==> src/rtl/spi_slave_ctrl.sv <==
// SPI slave front end: deserialises MOSI frames into RAM command words and shifts RAM read data out on MISO.
// rx_valid rises on the 12th edge after SS_n is sampled low; no backpressure, SS_n high aborts any frame.
module spi_slave_ctrl #(
    parameter int MEM_WIDTH = 8,
    parameter int RX_WIDTH  = 10
) (
    input  logic                 clk,
    input  logic                 rst_n,
    input  logic                 SS_n,
    input  logic                 MOSI,
    output logic                 MISO,
    output logic [RX_WIDTH-1:0]  rx_data,
    output logic                 rx_valid,
    input  logic [MEM_WIDTH-1:0] tx_data,
    input  logic                 tx_valid
);

    localparam int BIT_W = $clog2(RX_WIDTH + 1);
    localparam int TX_W  = $clog2(MEM_WIDTH);

    localparam logic [BIT_W-1:0] RX_BITS  = BIT_W'(RX_WIDTH);
    localparam logic [BIT_W-1:0] LAST_BIT = BIT_W'(RX_WIDTH - 1);

    typedef enum logic [2:0] {
        IDLE,
        CHK_CMD,
        WRITE,
        READ_ADD,
        READ_DATA
    } state_t;

    state_t state;
    state_t state_nxt;

    logic [RX_WIDTH-2:0]  rx_shift;
    logic [BIT_W-1:0]     bit_cnt;
    logic                 rd_addr_received;
    logic [MEM_WIDTH-2:0] tx_shift;
    logic [TX_W-1:0]      tx_cnt;
    logic                 tx_active;
    logic                 tx_done;

    always_ff @(posedge clk or negedge rst_n) begin
        if (!rst_n) begin
            state <= IDLE;
        end else begin
            state <= state_nxt;
        end
    end

    always_comb begin
        state_nxt = state;
        case (state)
            IDLE: begin
                if (!SS_n) begin
                    state_nxt = CHK_CMD;
                end
            end
            CHK_CMD: begin
                if (SS_n) begin
                    state_nxt = IDLE;
                end else if (!MOSI) begin
                    state_nxt = WRITE;
                end else if (rd_addr_received) begin
                    state_nxt = READ_DATA;
                end else begin
                    state_nxt = READ_ADD;
                end
            end
            WRITE, READ_ADD, READ_DATA: begin
                if (SS_n) begin
                    state_nxt = IDLE;
                end
            end
            default: state_nxt = IDLE;
        endcase
    end

    always_ff @(posedge clk or negedge rst_n) begin
        if (!rst_n) begin
            MISO             <= 1'b0;
            rx_data          <= '0;
            rx_valid         <= 1'b0;
            rx_shift         <= '0;
            bit_cnt          <= '0;
            rd_addr_received <= 1'b0;
            tx_shift         <= '0;
            tx_cnt           <= '0;
            tx_active        <= 1'b0;
            tx_done          <= 1'b0;
        end else begin
            rx_valid <= 1'b0;
            // SS_n high wins over everything, including the 10th-bit strobe
            if (state == IDLE || SS_n) begin
                MISO      <= 1'b0;
                rx_shift  <= '0;
                bit_cnt   <= '0;
                tx_cnt    <= '0;
                tx_active <= 1'b0;
                tx_done   <= 1'b0;
            end else if (state != CHK_CMD) begin
                if (bit_cnt != RX_BITS) begin
                    rx_shift <= {rx_shift[RX_WIDTH-3:0], MOSI};
                    bit_cnt  <= bit_cnt + BIT_W'(1);
                    if (bit_cnt == LAST_BIT) begin
                        rx_data  <= {rx_shift, MOSI};
                        rx_valid <= 1'b1;
                        if (state == READ_ADD) begin
                            rd_addr_received <= 1'b1;
                        end
                    end
                end else if (state == READ_DATA) begin
                    // Read response: capture, shift MSB-first, then park MISO low until SS_n rises
                    if (tx_active) begin
                        if (tx_cnt != '0) begin
                            MISO     <= tx_shift[MEM_WIDTH-2];
                            tx_shift <= {tx_shift[MEM_WIDTH-3:0], 1'b0};
                            tx_cnt   <= tx_cnt - TX_W'(1);
                        end else begin
                            MISO             <= 1'b0;
                            rd_addr_received <= 1'b0;
                            tx_active        <= 1'b0;
                            tx_done          <= 1'b1;
                        end
                    end else if (!tx_done && tx_valid) begin
                        MISO      <= tx_data[MEM_WIDTH-1];
                        tx_shift  <= tx_data[MEM_WIDTH-2:0];
                        tx_cnt    <= TX_W'(MEM_WIDTH - 1);
                        tx_active <= 1'b1;
                    end
                end
            end
        end
    end

endmodule

==> config.mk <==
export PLATFORM = sky130hd
export DESIGN_NAME = spi_slave_ctrl
export DESIGN_NICKNAME = d
export VERILOG_FILES = /design/src/rtl/spi_slave_ctrl.sv
export SDC_FILE = /design/constraint.sdc
export NUM_CORES = 1
export LEC_CHECK = 0
export ABC_AREA = 0
export CAP_MARGIN = 20
export CORE_MARGIN = 10
export CORE_UTILIZATION = 59
export CTS_CLUSTER_SIZE = 24
export DETAILED_ROUTE_END_ITERATION = 16
export HOLD_SLACK_MARGIN = 0.15
export PLACE_DENSITY = 0.84
export RECOVER_POWER = 25
export SLEW_MARGIN = 20
export SYNTH_ARGS = -nofsm -noshare
export SYNTH_HDL_FRONTEND = slang
export SYNTH_SLANG_ARGS = --single-unit
==> constraint.sdc <==
create_clock -name clk -period 4 [get_ports clk]
set_input_delay 0.8 -clock clk [delete_from_list [all_inputs] [get_ports clk]]
set_output_delay 0.8 -clock clk [all_outputs]
set_load 0.03 [all_outputs]
==> results by stage <==
Critical path:
- The largest fanout of any net on the critical path is 13.
- The critical path is of the input port to flop type.
- On the worst path, the slowest cell contributes a delay of 680 ps.
- The worst setup path is launched from an input port.
- The critical path required time is 4280 ps.
- The signal on the critical path passes through clkdlybuf4s50_1 -> nor4b_1 -> o2111ai_1 -> a31o_2 -> o21ai_0.
- Data arrives at the worst endpoint at 2710 ps.
- STA classifies the critical path endpoint as a flop.
- On the critical path, the stage with the largest delay is an instance of sky130_fd_sc_hd__clkdlybuf4s50_1.

Synthesis:
- The cell area after synthesis is 0.001998 sq mm.
- The number of instances in the synthesized netlist is 174.
- The synthesized-area fraction occupied by ao, oa, aoi and oai cells came to 0.1403.
- The arithmetic-cell share of the synthesized area counting full adders, half adders and majority gates is 0.03131.
- Of the total synthesized cell area, the portion taken by AND, OR, NAND and NOR gates is 0.1434.
- The most frequent cell after synthesis is sky130_fd_sc_hd__dfrtp_1.
- The cell type with the highest aggregate area in the netlist is sky130_fd_sc_hd__dfrtp_1.
- Counting flops with an async set or reset pin after synthesis yields a share of 1.000.
- Of the post-synthesis cell area, the dominant cell type holds 0.5135.
- After synthesis the netlist holds a flip-flop and latch count of 41.
- The number of synthesized flops with an enable pin is 0.
- The synthesized netlist net count is 192.
- The main combinational cell family by area after synthesis is simple AND/OR/NAND/NOR gates.
- The Yosys step of the flow raised 0 warnings.
- Measured against the total synthesized area, the mux share comes to 0.1183.
- The synthesized-area fraction occupied by xor and xnor cells is 0.008766.
- The unique cell type count in the Yosys netlist is 48.
- Yosys attributes the largest share of cell area to sky130_fd_sc_hd__dfrtp_1, sky130_fd_sc_hd__mux2_4, sky130_fd_sc_hd__a22o_1.
- The most used flip-flop cell after synthesis is sky130_fd_sc_hd__dfrtp_1.
- The commonest cells after synthesis are sky130_fd_sc_hd__dfrtp_1, sky130_fd_sc_hd__nand2_1, sky130_fd_sc_hd__inv_1.
- The mean instance size in the synthesized netlist is 11.48 sq um.
- The share of the Yosys chip area taken by registers is 0.5135.

Cells and area:
- The area growth from synthesis to layout is 16.03%.
- The final design instance area without fill is 0.002318 sq mm.
- The net count reported at finish is 216.
- The count of antenna diodes in the layout is 0.
- The final core area utilization is 0.7003.
- The fraction of final layout cells sized beyond drive strength 1 is 0.1465.

Flow run:
- The count of maximum capacitance violations is 1.

Route:
- The average wire per standard cell is 16.78 um.
- The post-detailed-route DRC marker count is 0.
- The first-pass iteration count of the detailed router is 4.
- The routed design has 4094 um of wire.
- Once detail routing completed, the nets flagged for antenna violations numbered 0.
- Using the TritonRoute via totals, the vias-per-cell ratio works out to 5.684.
- The routed layout has 1387 vias.
- After the first detailed-routing iteration, the DRC count stood at 94.

Floorplanning:
- The starting density of the core is 0.6036.
- After floorplanning, the core was divided into 21 placement rows.
- The floorplan step set the die width to 78.20 um.
- The die outline area is 0.006114 sq mm.
- The chip height is 78.20 um.
- The number of ports placed on the die boundary is 25.
- After floorplanning, the core was sized to cover 0.003311 sq mm.

Clock network:
- The maximum buffer depth of the clock tree is 2.
- Buffers added to address setup during post-CTS repair amount to 0.
- TritonCTS built the clock tree.
- The tree is rooted in a sky130_fd_sc_hd__clkbuf_4.
- The cts-stage hold buffer count is 0.
- The tree built by TritonCTS fans out to 41 sinks.
- In this run the number of H-tree levels came out at 2.
- After clock tree synthesis, the clock-pin slew on the worst setup and hold paths is 130 ps.
- Clock latency on the worst-skew pair, taken at its later pin, is 350 ps.
- In this run, CTS created clock tree buffers numbering 5.
- After clock tree synthesis, the repair step resized 0 gates.

GRT:
- The initial antenna violation count is 0.
- The first global-routing pass estimated 7031 um of wire.
- The global-route congestion overflow total is 0.
- In the global route stage, overall resource usage came out at 0.1401.
- The via count of the first global-routing pass came to 1469.
- The maximum number of pins on one net before global-route repair is 42.

STA:
- The worst hold margin is 492.5 ps.
- Dividing the final minimum period by the clock period gives 0.6092.
- The time the final worst path needs with I/O delays and setup is 2437 ps.
- Setup violations remaining at the end of the flow were counted as 0.
- The worst clock skew on the final layout is 16.10 ps.
- For this run, the top clock speed supported by timing is 410.4 MHz.
- The normalized max-slew margin is -0.4085.
- For the pin with the worst max-slew slack, the measured transition is 2113 ps.
- In the final timing run, aggregate negative setup slack is 0 ps.
- The number of endpoints with negative hold slack in the final report is 0.
- Setup repair after global routing left no endpoint under its margin.
- The number of max-slew violations in the final report is 42.

Worst hold path:
- The kind of path behind the tightest hold check is flop to flop.

Power:
- The power density relative to cell area is 350.5 mW/mm^2.
- The cell leakage power is 0.001062 uW.
- The worst voltage drop across the vdd grid is 223.9 uV.

Placed design:
- The detailed-placement wirelength estimate is 2844 um.
- Routability-driven placement finished with a final weighted congestion of 0.8659.
- The count of buffers added on input and output ports is 24.
- The placed instances occupy a cell area of 0.002247 sq mm.

Status:
- The checks that failed: capacitance limit, slew limit.
- The run finished, with violations left.
## routing by layer
| metal | wire length [um] | GRT usage | vias to the layer above | share of wire |
|---|---|---|---|---|
| met4 | 57 | 0.05197 | 0 | 0.014 |
| met2 | 2044 | 0.2393 | 28 | 0.50 |
| met3 | 198 | 0.04328 | 7 | 0.048 |
| met1 | 1794 | 0.1611 | 686 | 0.44 |
| li1 | - | - | 666 | - |
| met5 | 0 | 0 | - | 0 |
## state kept, by name, indices dropped and copies added, names as in the netlist
signal            cells
rx_data              10
rx_shift              9
tx_shift              7
bit_cnt               4
state                 3
tx_cnt                3
MISO                  1
rd_addr_received      1
rx_valid              1
tx_active             1
tx_done               1
## worst max-delay path, delay by kind of cell
| kind | cells | cell delay (ps) |
|---|---|---|
| compound gates | 3 | 840 |
| buf+inv | 1 | 680 |
| simple gates | 1 | 390 |
## path summary, 6_finish.rpt
check / from / cells past startpoint / end / slack [ps]
max: SS_n / 5 / tx_cnt[2]$_DFFE_PN0P_ / 1560
min: tx_shift[3]$_DFFE_PN0P_ / 2 / tx_shift[3]$_DFFE_PN0P_ / 490
max reg2reg: bit_cnt[0]$_DFFE_PN0P_ / 6 / rx_shift[0]$_DFFE_PN0P_ / 1860
min reg2reg: tx_shift[3]$_DFFE_PN0P_ / 2 / tx_shift[3]$_DFFE_PN0P_ / 490
max in group asynchronous: rst_n / 1 / rd_addr_received$_DFFE_PN0P_ / 1740
min in group asynchronous: rst_n / 1 / tx_active$_DFFE_PN0P_ / 1030
## final cells by class
| class | instances | area (sq um) |
|---|---|---|
| inverter | 12 | 45.04 |
| clock buffer | 5 | 37.54 |
| fill | 257 | 992.2 |
| clock inverter | 2 | 35.03 |
| multi-input combinational | 114 | 883.3 |
| tap | 46 | 57.56 |
| timing repair buffer | 24 | 234.0 |
| sequential | 41 | 1026 |
## cells in the final DEF, fill, tap and decap left out, drive strengths merged, types with 3 or more instances in the layout
cell and instances:
mux2 13, clkdlybuf4s50 23, nand2b 3, inv 12
nor2b 3, nand2 15, nor3 3, dfrtp 41
a211oi 3, o21ai 12, ha 5, clkbuf 6
nor2 7, a22o 9, mux2i 6, nand3b 4
a21oi 5
## power by group
part           total (uW)  switching [uW]  internal [uW]
registers             445            20.8            424
logic                 107            60.7           46.3
clock network         260             133            127
total                 813             214            598
## cell families (layout without fill, tap and decap cells)
kind of cell | after synthesis | in the layout
AOI/OAI and AO/OA | 40 | 40
xor gates and xnor gates | 2 | 2
adders and majority gates | 5 | 5
buffers and inverters | 19 | 43
DFF | 41 | 41
muxes | 19 | 19
and+or+nand+nor | 48 | 48
## metrics by stage
step	total power [uW]	setup slack (ps)	cells
after global placement	551.5	1267	237
final	812.6	1563	244
after detailed placement	559.5	1181	237
after floorplan	519.6	2211	174
after CTS	816.3	1556	244
after global routing	850.5	1342	244
(Power assumes the default switching activity.)
